--- src/rtl/pipe_stage_skid_reg_pkg.sv ---
// Shared definitions for the pipeline-stage register: FSM encodings, occupancy width
// and the payload layouts each boundary packs into the opaque data word.
package pipe_stage_skid_reg_pkg;

  typedef enum logic [1:0] {
    ST_EMPTY = 2'd0,
    ST_BUSY  = 2'd1,
    ST_FULL  = 2'd2
  } state_t;

  localparam int OCC_W = 2;

  // IF/ID boundary payload
  typedef struct packed {
    logic [31:0] pc;
    logic [31:0] instr;
    logic        pred_taken;
  } if_id_t;

  localparam int IF_ID_W         = $bits(if_id_t);
  localparam int IF_ID_PRED_LSB  = 0;
  localparam int IF_ID_INSTR_LSB = 1;
  localparam int IF_ID_PC_LSB    = 33;

  // ID/EX boundary payload
  typedef struct packed {
    logic [31:0] pc;
    logic [31:0] rs1_val;
    logic [31:0] rs2_val;
    logic [31:0] imm;
    logic [4:0]  rd;
    logic [3:0]  alu_op;
    logic        mem_rd;
    logic        mem_wr;
    logic        reg_wr;
  } id_ex_t;

  localparam int ID_EX_W          = $bits(id_ex_t);
  localparam int ID_EX_REG_WR_LSB = 0;
  localparam int ID_EX_MEM_WR_LSB = 1;
  localparam int ID_EX_MEM_RD_LSB = 2;
  localparam int ID_EX_ALU_OP_LSB = 3;
  localparam int ID_EX_RD_LSB     = 7;
  localparam int ID_EX_IMM_LSB    = 12;
  localparam int ID_EX_RS2_LSB    = 44;
  localparam int ID_EX_RS1_LSB    = 76;
  localparam int ID_EX_PC_LSB     = 108;

  // EX/LS boundary payload
  typedef struct packed {
    logic [31:0] alu_res;
    logic [31:0] store_val;
    logic [4:0]  rd;
    logic [1:0]  size;
    logic        mem_rd;
    logic        mem_wr;
    logic        reg_wr;
  } ex_ls_t;

  localparam int EX_LS_W             = $bits(ex_ls_t);
  localparam int EX_LS_REG_WR_LSB    = 0;
  localparam int EX_LS_MEM_WR_LSB    = 1;
  localparam int EX_LS_MEM_RD_LSB    = 2;
  localparam int EX_LS_SIZE_LSB      = 3;
  localparam int EX_LS_RD_LSB        = 5;
  localparam int EX_LS_STORE_VAL_LSB = 10;
  localparam int EX_LS_ALU_RES_LSB   = 42;

  function automatic logic [IF_ID_W-1:0] pack_if_id(input if_id_t s);
    return s;
  endfunction

  function automatic if_id_t unpack_if_id(input logic [IF_ID_W-1:0] v);
    return if_id_t'(v);
  endfunction

  function automatic logic [ID_EX_W-1:0] pack_id_ex(input id_ex_t s);
    return s;
  endfunction

  function automatic id_ex_t unpack_id_ex(input logic [ID_EX_W-1:0] v);
    return id_ex_t'(v);
  endfunction

  function automatic logic [EX_LS_W-1:0] pack_ex_ls(input ex_ls_t s);
    return s;
  endfunction

  function automatic ex_ls_t unpack_ex_ls(input logic [EX_LS_W-1:0] v);
    return ex_ls_t'(v);
  endfunction

endpackage

--- src/rtl/pipe_stage_skid_reg.sv ---
// Valid/ready pipeline register, 1-cycle latency, FIFO order; optional 2-entry skid gives a
// registered upstream ready at full throughput, otherwise ready = !valid | downstream ready.
module pipe_stage_skid_reg
  import pipe_stage_skid_reg_pkg::*;
#(
  parameter int              DATA_W   = 128,
  parameter bit              SKID_EN  = 1'b1,
  parameter logic [DATA_W-1:0] RST_DATA = '0
) (
  input  logic              clock,
  input  logic              reset,
  input  logic              i_pre_valid,
  output logic              o_pre_ready,
  input  logic [DATA_W-1:0] i_data,
  output logic              o_post_valid,
  input  logic              i_post_ready,
  output logic [DATA_W-1:0] o_data,
  input  logic              i_flush,
  output logic [OCC_W-1:0]  o_occupancy
);

  state_t            state;
  logic              valid_q;
  logic              ready_q;
  logic [OCC_W-1:0]  occ_q;
  logic [DATA_W-1:0] main_q;
  logic [DATA_W-1:0] skid_q;
  logic              in_fire;
  logic              out_fire;

  // Skid mode never looks at i_post_ready combinationally on the upstream side.
  assign o_pre_ready  = SKID_EN ? ready_q : (!valid_q || i_post_ready);
  assign o_post_valid = valid_q;
  assign o_data       = main_q;
  assign o_occupancy  = occ_q;

  assign in_fire  = i_pre_valid && o_pre_ready;
  assign out_fire = valid_q && i_post_ready;

  always_ff @(posedge clock or posedge reset) begin
    if (reset) begin
      state   <= ST_EMPTY;
      valid_q <= 1'b0;
      ready_q <= 1'b1;
      occ_q   <= 2'd0;
      main_q  <= RST_DATA;
      skid_q  <= RST_DATA;
    end else if (i_flush) begin
      // Payload registers keep their stale contents; they are invalid until refilled.
      state   <= ST_EMPTY;
      valid_q <= 1'b0;
      ready_q <= 1'b1;
      occ_q   <= 2'd0;
    end else begin
      case (state)
        ST_EMPTY: begin
          if (in_fire) begin
            state   <= ST_BUSY;
            valid_q <= 1'b1;
            occ_q   <= 2'd1;
            main_q  <= i_data;
          end
        end
        ST_BUSY: begin
          if (in_fire && out_fire) begin
            main_q <= i_data;
          end else if (in_fire && SKID_EN) begin
            state   <= ST_FULL;
            occ_q   <= 2'd2;
            ready_q <= 1'b0;
            skid_q  <= i_data;
          end else if (out_fire) begin
            state   <= ST_EMPTY;
            valid_q <= 1'b0;
            occ_q   <= 2'd0;
          end
        end
        ST_FULL: begin
          if (out_fire) begin
            state   <= ST_BUSY;
            occ_q   <= 2'd1;
            ready_q <= 1'b1;
            main_q  <= skid_q;
          end
        end
        default: begin
          state   <= ST_EMPTY;
          valid_q <= 1'b0;
          ready_q <= 1'b1;
          occ_q   <= 2'd0;
        end
      endcase
    end
  end

endmodule

--- config.mk ---
export PLATFORM = sky130hd
export DESIGN_NAME = pipe_stage_skid_reg
export DESIGN_NICKNAME = d
export VERILOG_FILES = /design/src/rtl/pipe_stage_skid_reg_pkg.sv /design/src/rtl/pipe_stage_skid_reg.sv
export SDC_FILE = /design/constraint.sdc
export NUM_CORES = 1
export LEC_CHECK = 0
export BUFFER_PORTS_ARGS = -buffer_cell sky130_fd_sc_hd__buf_2
export CORE_UTILIZATION = 60
export CTS_CLUSTER_DIAMETER = 120
export DETAILED_ROUTE_END_ITERATION = 8
export GPL_ROUTABILITY_DRIVEN = 0
export PLACE_DENSITY_LB_ADDON = 0.15
export SYNTH_ARGS = -nofsm -noshare
export SYNTH_HDL_FRONTEND = slang
export SYNTH_SLANG_ARGS = --single-unit
--- constraint.sdc ---
create_clock -name clock -period 20.2 [get_ports clock]
set_input_delay 2.02 -clock clock [delete_from_list [all_inputs] [get_ports clock]]
set_output_delay 2.02 -clock clock [all_outputs]
set_load 0.01 [all_outputs]
==> impl_metrics.tcl, run 1 <==
set metrics [dict create \
    status "completed" \
    synth_area_leaders "dfrtp_1 49%, mux2_4 14%, and3b_1 8.8%" \
    ys_warn_count 0 \
    path_cells "buf_2 -> and3b_4 -> nand3_4 -> buf_4 -> mux2_4" \
    nNetsFinal 1367 \
    vias 9786 \
    die_height_um 150 \
    synth_top_area_share_pct 49.4 \
    holdPathEnd "skid_q[87]$_DFFE_PP0P_" \
    cts_tree "done" \
    routed_wl_um 33600 \
    dr.pass1.iters 5 \
    min_path_cells 1 \
    p_per_area_nw_per_um2 147 \
    hp-class "reg2reg" \
    synth-seq-cells 260 \
    postCtsSetupBuffers 0 \
    ir_worst_vdd_mv 0.0861 \
    synth-edff-count 0 \
    worstHoldStart "skid_q[87]$_DFFE_PP0P_" \
    seq_area_frac_synth_pct 49.6 \
    startpoint_type "input pin" \
    r2r_end "skid_q[51]$_DFFE_PP0P_" \
    min_period_over_period_pct 21.3 \
    remaining_drc_errors 0 \
    cts_root_buf "clkbuf_16" \
    clock-sinks 260 \
    cts_resized 0 \
    reg2reg_slack_ns 16.58 \
    core_area_um2 21200 \
    drive_gt1_share_pct 37.1 \
    syn-cell-area_um2 13100 \
    dieArea_um2 22400 \
    cts_hold_buf 0 \
    first_iter_violations 633 \
    syn_area_per_cell_um2 12.4 \
    r2r_cells 4 \
    final-max-slew-violation-count 0 \
    fmax_mhz 232 \
    area_delta_synth_final_pct 14.6 \
    critPathArrivalTime_ns 4.72 \
    path_clk_slew_ns 0.06 \
    synth_top_area_cell "dfrtp_1" \
    numPortBuffers 264 \
    switching_share_pct 32.9 \
    wl_per_cell_um 21.9 \
    fin_skew_ns 0.0114 \
    synthFlopType "dfrtp_1" \
    worst-path-max-fanout 54 \
    worst_slew_pin_slew_ns 0.998 \
    synthCells 1057 \
    grt_usage_pct 29.7 \
    clk_latency_ns 0.53 \
    synthTopCellsByCount "259 x dfrtp_1, 131 x and3b_1, 129 x a21oi_1" \
    whs_ns 0.503 \
    rows 53 \
    setup_tns_ns 0 \
    cp-end-kind "register" \
    slowest_delay_ns 0.72 \
    viasPerCell 6.38 \
    gr-total-overflow 0 \
    required_ns 20.61 \
    synth.net_count 1190 \
    maxSlewHeadroom_pct 33.5 \
    clockPowerShare_pct 23.0 \
    antenna_found_initial 4 \
    rsz0062_at_grt "no" \
    maxCapViolations 0 \
    combPwrFrac_pct 34.0 \
    setup_viol_count_final 0 \
    r2r_start "o_occupancy[1]$_DFFE_PP0P_" \
    leakagePower_uw 0.00733 \
    grt_pass1_wl_um 52700 \
    io_pins 265 \
    hold_viol_final 0 \
    fp.dieW_um 150 \
    crit_type "in2reg" \
    antenna_left 0 \
    cts.path.max_buffers 3 \
    p_sw_uw 726 \
    grt_pass1_vias 9605 \
    yosysUniqueCellTypes 31 \
    finalCriticalPeriod_ns 4.31 \
    internal-power_uw 1480 \
    initial_core_util_pct 61.8 \
    postSynth.asyncResetShare_pct 100 \
    cp_slowest_cell "and3b_4" \
    grt_max_degree 127 \
    pwr-share-seq_pct 43.0 \
    yosysMostFrequentCell "dfrtp_1" \
    numCtsBuffers 27 \
    place_hpwl_um 18900 \
    htree_levels 1 \
]
-- logic make-up after synthesis --
group	share of synthesized area, %
AOI/OAI and AO/OA	20.2
buffers and inverters	6.36
DFF	49.6
muxes	14.5
and+or+nand+nor	9.31
-- layout make-up --
class	instances	area, µm²
Sequential cell	260	6520
Inverter	2	15.0
Timing Repair Buffer	278	1430
Fill cell	1603	6200
Clock inverter	8	71.3
Antenna cell	4	10.0
Tap cell	275	344
Multi-Input combinational cell	665	5790
Clock buffer	42	842
-- worst max-delay path by stage --
| stage | start | slack, ns | depth (start not counted) | to |
|---|---|---|---|---|
| finish | i_pre_valid | 15.89 | 5 | skid_q[51]$_DFFE_PP0P_ |
| global route | i_pre_valid | 15.79 | 5 | skid_q[51]$_DFFE_PP0P_ |
| CTS | i_pre_valid | 15.90 | 5 | skid_q[51]$_DFFE_PP0P_ |
| detailed placement | i_pre_valid | 15.36 | 5 | skid_q[51]$_DFFE_PP0P_ |
| global placement | i_pre_valid | 15.36 | 5 | skid_q[45]$_DFFE_PP0P_ |
| floorplan | reset | 11.03 | 1 | o_data[0]$_DFFE_PP0P_ |
-- power by group through the flow --
stage / Clock [µW] / Combinational, µW / Sequential (µW)
floorplan: 0 / 485 / 956
global placement: 0 / 727 / 940
detailed placement: 0 / 754 / 941
CTS: 515 / 754 / 943
global route: 535 / 817 / 972
finish: 508 / 750 / 948
-- worst max-delay path: cells and delay by family --
| kind | cells | cell delay (ns) |
|---|---|---|
| simple gates | 2 | 1.39 |
| buf+inv | 2 | 0.81 |
| mux | 1 | 0.43 |
-- sequential cells by signal, summed over array words and instances, names as in the netlist --
register	cells
o_data	128
skid_q	128
o_post_valid	1
o_occupancy	2
o_pre_ready	1
-- cells in the final DEF (no fill, tap or decap), types with 3 or more instances in the layout --
master | netlist | routed
diode_2 | 0 | 4
clkinv_2 | 0 | 5
mux2_2 | 9 | 9
buf_4 | 4 | 15
mux2_4 | 120 | 120
clkbuf_1 | 56 | 4
clkbuf_16 | 0 | 27
buf_2 | 47 | 263
nand2_1 | 3 | 3
a21oi_1 | 129 | 129
and3b_1 | 131 | 129
dfrtp_1 | 259 | 257
a22oi_1 | 128 | 128
clkbuf_8 | 0 | 11
a211oi_1 | 128 | 128
-- through the flow --
stage / cells / worst slack (ns) / utilization (%) / cell area [µm²] / total power (µW)
detailed placement: 1480 / 15.36 / 66.4 / 14100 / 1700
floorplan: 1057 / 11.03 / - / 13100 / 1440
CTS: 1530 / 15.90 / 70.7 / 15000 / 2210
global placement: 1480 / 15.36 / 66.4 / 14100 / 1670
finish: 1534 / 15.89 / 70.8 / 15000 / 2210
global route: 1533 / 15.79 / 70.8 / 15000 / 2320
-- layer usage --
| metal | wire length (µm) | share of wire, % | vias up | global-route usage [%] |
|---|---|---|---|---|
| met5 | 0 | 0 | - | 0 |
| met4 | 720 | 2.1 | 0 | 8.99 |
| met3 | 2340 | 7.0 | 50 | 4.42 |
| met2 | 15700 | 47 | 405 | 44.7 |
| met1 | 14800 | 44 | 4955 | 44.4 |
| li1 | - | - | 4376 | - |
(Power assumes the default switching activity.)
==> inputs of run 2 (changes only) <==
--- a/config.mk
+++ b/config.mk
@@ -6,7 +6,7 @@
 export NUM_CORES = 1
 export LEC_CHECK = 0
 export BUFFER_PORTS_ARGS = -buffer_cell sky130_fd_sc_hd__buf_2
-export CORE_UTILIZATION = 60
+export CORE_UTILIZATION = 56
 export CTS_CLUSTER_DIAMETER = 120
 export DETAILED_ROUTE_END_ITERATION = 8
 export GPL_ROUTABILITY_DRIVEN = 0
==> constraint.sdc (replaced) <==
create_clock -name clock -period 4.49 [get_ports clock]
set_input_delay 0.449 -clock clock [delete_from_list [all_inputs] [get_ports clock]]
set_output_delay 0.449 -clock clock [all_outputs]
set_load 0.01 [all_outputs]
==> run 2 against run 1 <==
Net effect:
- clock power grew to 5.0 times the previous value
- flip-flop and latch count stayed put
- total power grew to 4.6 times the previous value
- global-route usage is 1.8 points lower
- critical path depth stayed put
- final area is 1.4% higher
- setup slack worse by 15 ns
- largest power group unchanged
- clock-buffer cell count is 6 lower
- sequential power grew to 4.5 times the previous value
- largest cell class unchanged
- routed wire length is 1.6% higher
- hold slack worse by 0.34 ns
- via count is 0.22% lower
==> impl_metrics.tcl, run 2 (synthesis gave the netlist of run 1 again) <==
set metrics [dict create \
    status "completed" \
    hp-class "in2reg" \
    finalCriticalPeriod_ns 3.14 \
    numPortBuffers 264 \
    postCtsSetupBuffers 0 \
    antenna_found_initial 3 \
    leakagePower_uw 0.00742 \
    cts.path.max_buffers 3 \
    clk_latency_ns 0.53 \
    min_period_over_period_pct 70.0 \
    nNetsFinal 1371 \
    fin_util_pct 66.9 \
    critPathArrivalTime_ns 3.50 \
    grt_pass1_vias 9718 \
    path_clk_slew_ns 0.06 \
    whs_ns 0.164 \
    cts_hold_buf 1 \
    required_ns 4.85 \
    crit_type "reg2reg" \
    worst_slew_pin_slew_ns 0.990 \
    fin_cells 1577 \
    startpoint_type "register" \
    setup_viol_count_final 0 \
    drive_gt1_share_pct 37.4 \
    layout_common_cells "263 x buf_2, 257 x dfrtp_1, 129 x a21oi_1, 129 x and3b_1" \
    worst-path-max-fanout 103 \
    final-max-slew-violation-count 0 \
    slowest_delay_ns 0.80 \
    clock-sinks 260 \
    io_pins 265 \
    p_per_area_nw_per_um2 667 \
    fin_skew_ns 0.00752 \
    crit_buf_inv 2 \
    first_iter_violations 627 \
    vias 9764 \
    dieArea_um2 24000 \
    ir_worst_vdd_mv 0.332 \
    place_hpwl_um 18400 \
    maxSlewHeadroom_pct 34.0 \
    viasPerCell 6.19 \
    htree_levels 1 \
    antenna_left 0 \
    grt_pass1_wl_um 53900 \
    grt_use_met1_pct 39.6 \
    core_area_um2 22800 \
    hold_viol_final 0 \
    gr-total-overflow 0 \
    dp.cells 1520 \
    cts_resized 0 \
    rows 55 \
    rsz0062_at_grt "no" \
    grt_max_degree 161 \
    cp-end-kind "register" \
    numCtsBuffers 28 \
    grt_use_met2_pct 44.3 \
    grt_util_met3_pct 4.32 \
    path_cells "buf_4 -> nand2b_4 -> buf_4 -> a211oi_1 -> a22oi_1" \
    place_area_um2 14200 \
    maxCapViolations 0 \
    setup_tns_ns 0 \
    final_common_cell "buf_2" \
    cts_root_buf "clkbuf_16" \
    dr.pass1.iters 5 \
    cts_tree "done" \
    remaining_drc_errors 0 \
    area_delta_synth_final_pct 16.2 \
    routed_wl_um 34200 \
    design_area_um2 15200 \
    cp_top_family "buffers and inverters" \
    fmax_mhz 318 \
    fp.dieW_um 155 \
    cp_slowest_cell "buf_4" \
    crit_top_cell "buf_4" \
    initial_core_util_pct 57.6 \
    wl_per_cell_um 21.7 \
    die_height_um 155 \
    grt_usage_pct 27.8 \
    globalRoute.busiestLayer "met2" \
]
run 2: worst paths after layout:
check | start | end | slack (ns) | cells after the start
max in group asynchronous | reset | o_occupancy[1]$_DFFE_PP0P_ | 2.57 | 4
worst max-delay path | o_occupancy[1]$_DFFE_PP0P_ | o_data[36]$_DFFE_PP0P_ | 1.35 | 5
min in group asynchronous | reset | skid_q[79]$_DFFE_PP0P_ | 0.56 | 3
worst max register to register | o_occupancy[1]$_DFFE_PP0P_ | o_data[36]$_DFFE_PP0P_ | 1.35 | 5
worst min register to register | skid_q[81]$_DFFE_PP0P_ | skid_q[81]$_DFFE_PP0P_ | 0.50 | 1
worst min-delay path | i_data[109] | skid_q[109]$_DFFE_PP0P_ | 0.16 | 2
run 2: stage by stage:
| stage | worst slack [ns] | power, µW |
|---|---|---|
| floorplan | 0.614 | 6490 |
| global placement | 1.49 | 7530 |
| detailed placement | 1.47 | 7630 |
| CTS | 1.46 | 10200 |
| global route | 1.23 | 10700 |
| finish | 1.35 | 10200 |
run 2: layout make-up:
class,count,area (µm²)
Antenna cell,4,10.0
Tap cell,313,392
Clock inverter,16,205
Timing Repair Buffer,281,1500
Sequential cell,260,6520
Multi-Input combinational cell,665,5790
Clock buffer,36,802
Fill cell,1752,7550
Inverter,2,11.3
run 2: metal layers:
layer | vias to the layer above | share of wire, %
met5 | - | 0
met4 | 0 | 2.2
met3 | 49 | 6.1
met2 | 341 | 48
met1 | 4984 | 44
li1 | 4390 | -
run 2: power by group:
group	switching [µW]	internal, µW	total (µW)
clock	975	1540	2520
combinational	1580	1820	3400
sequential	739	3510	4240
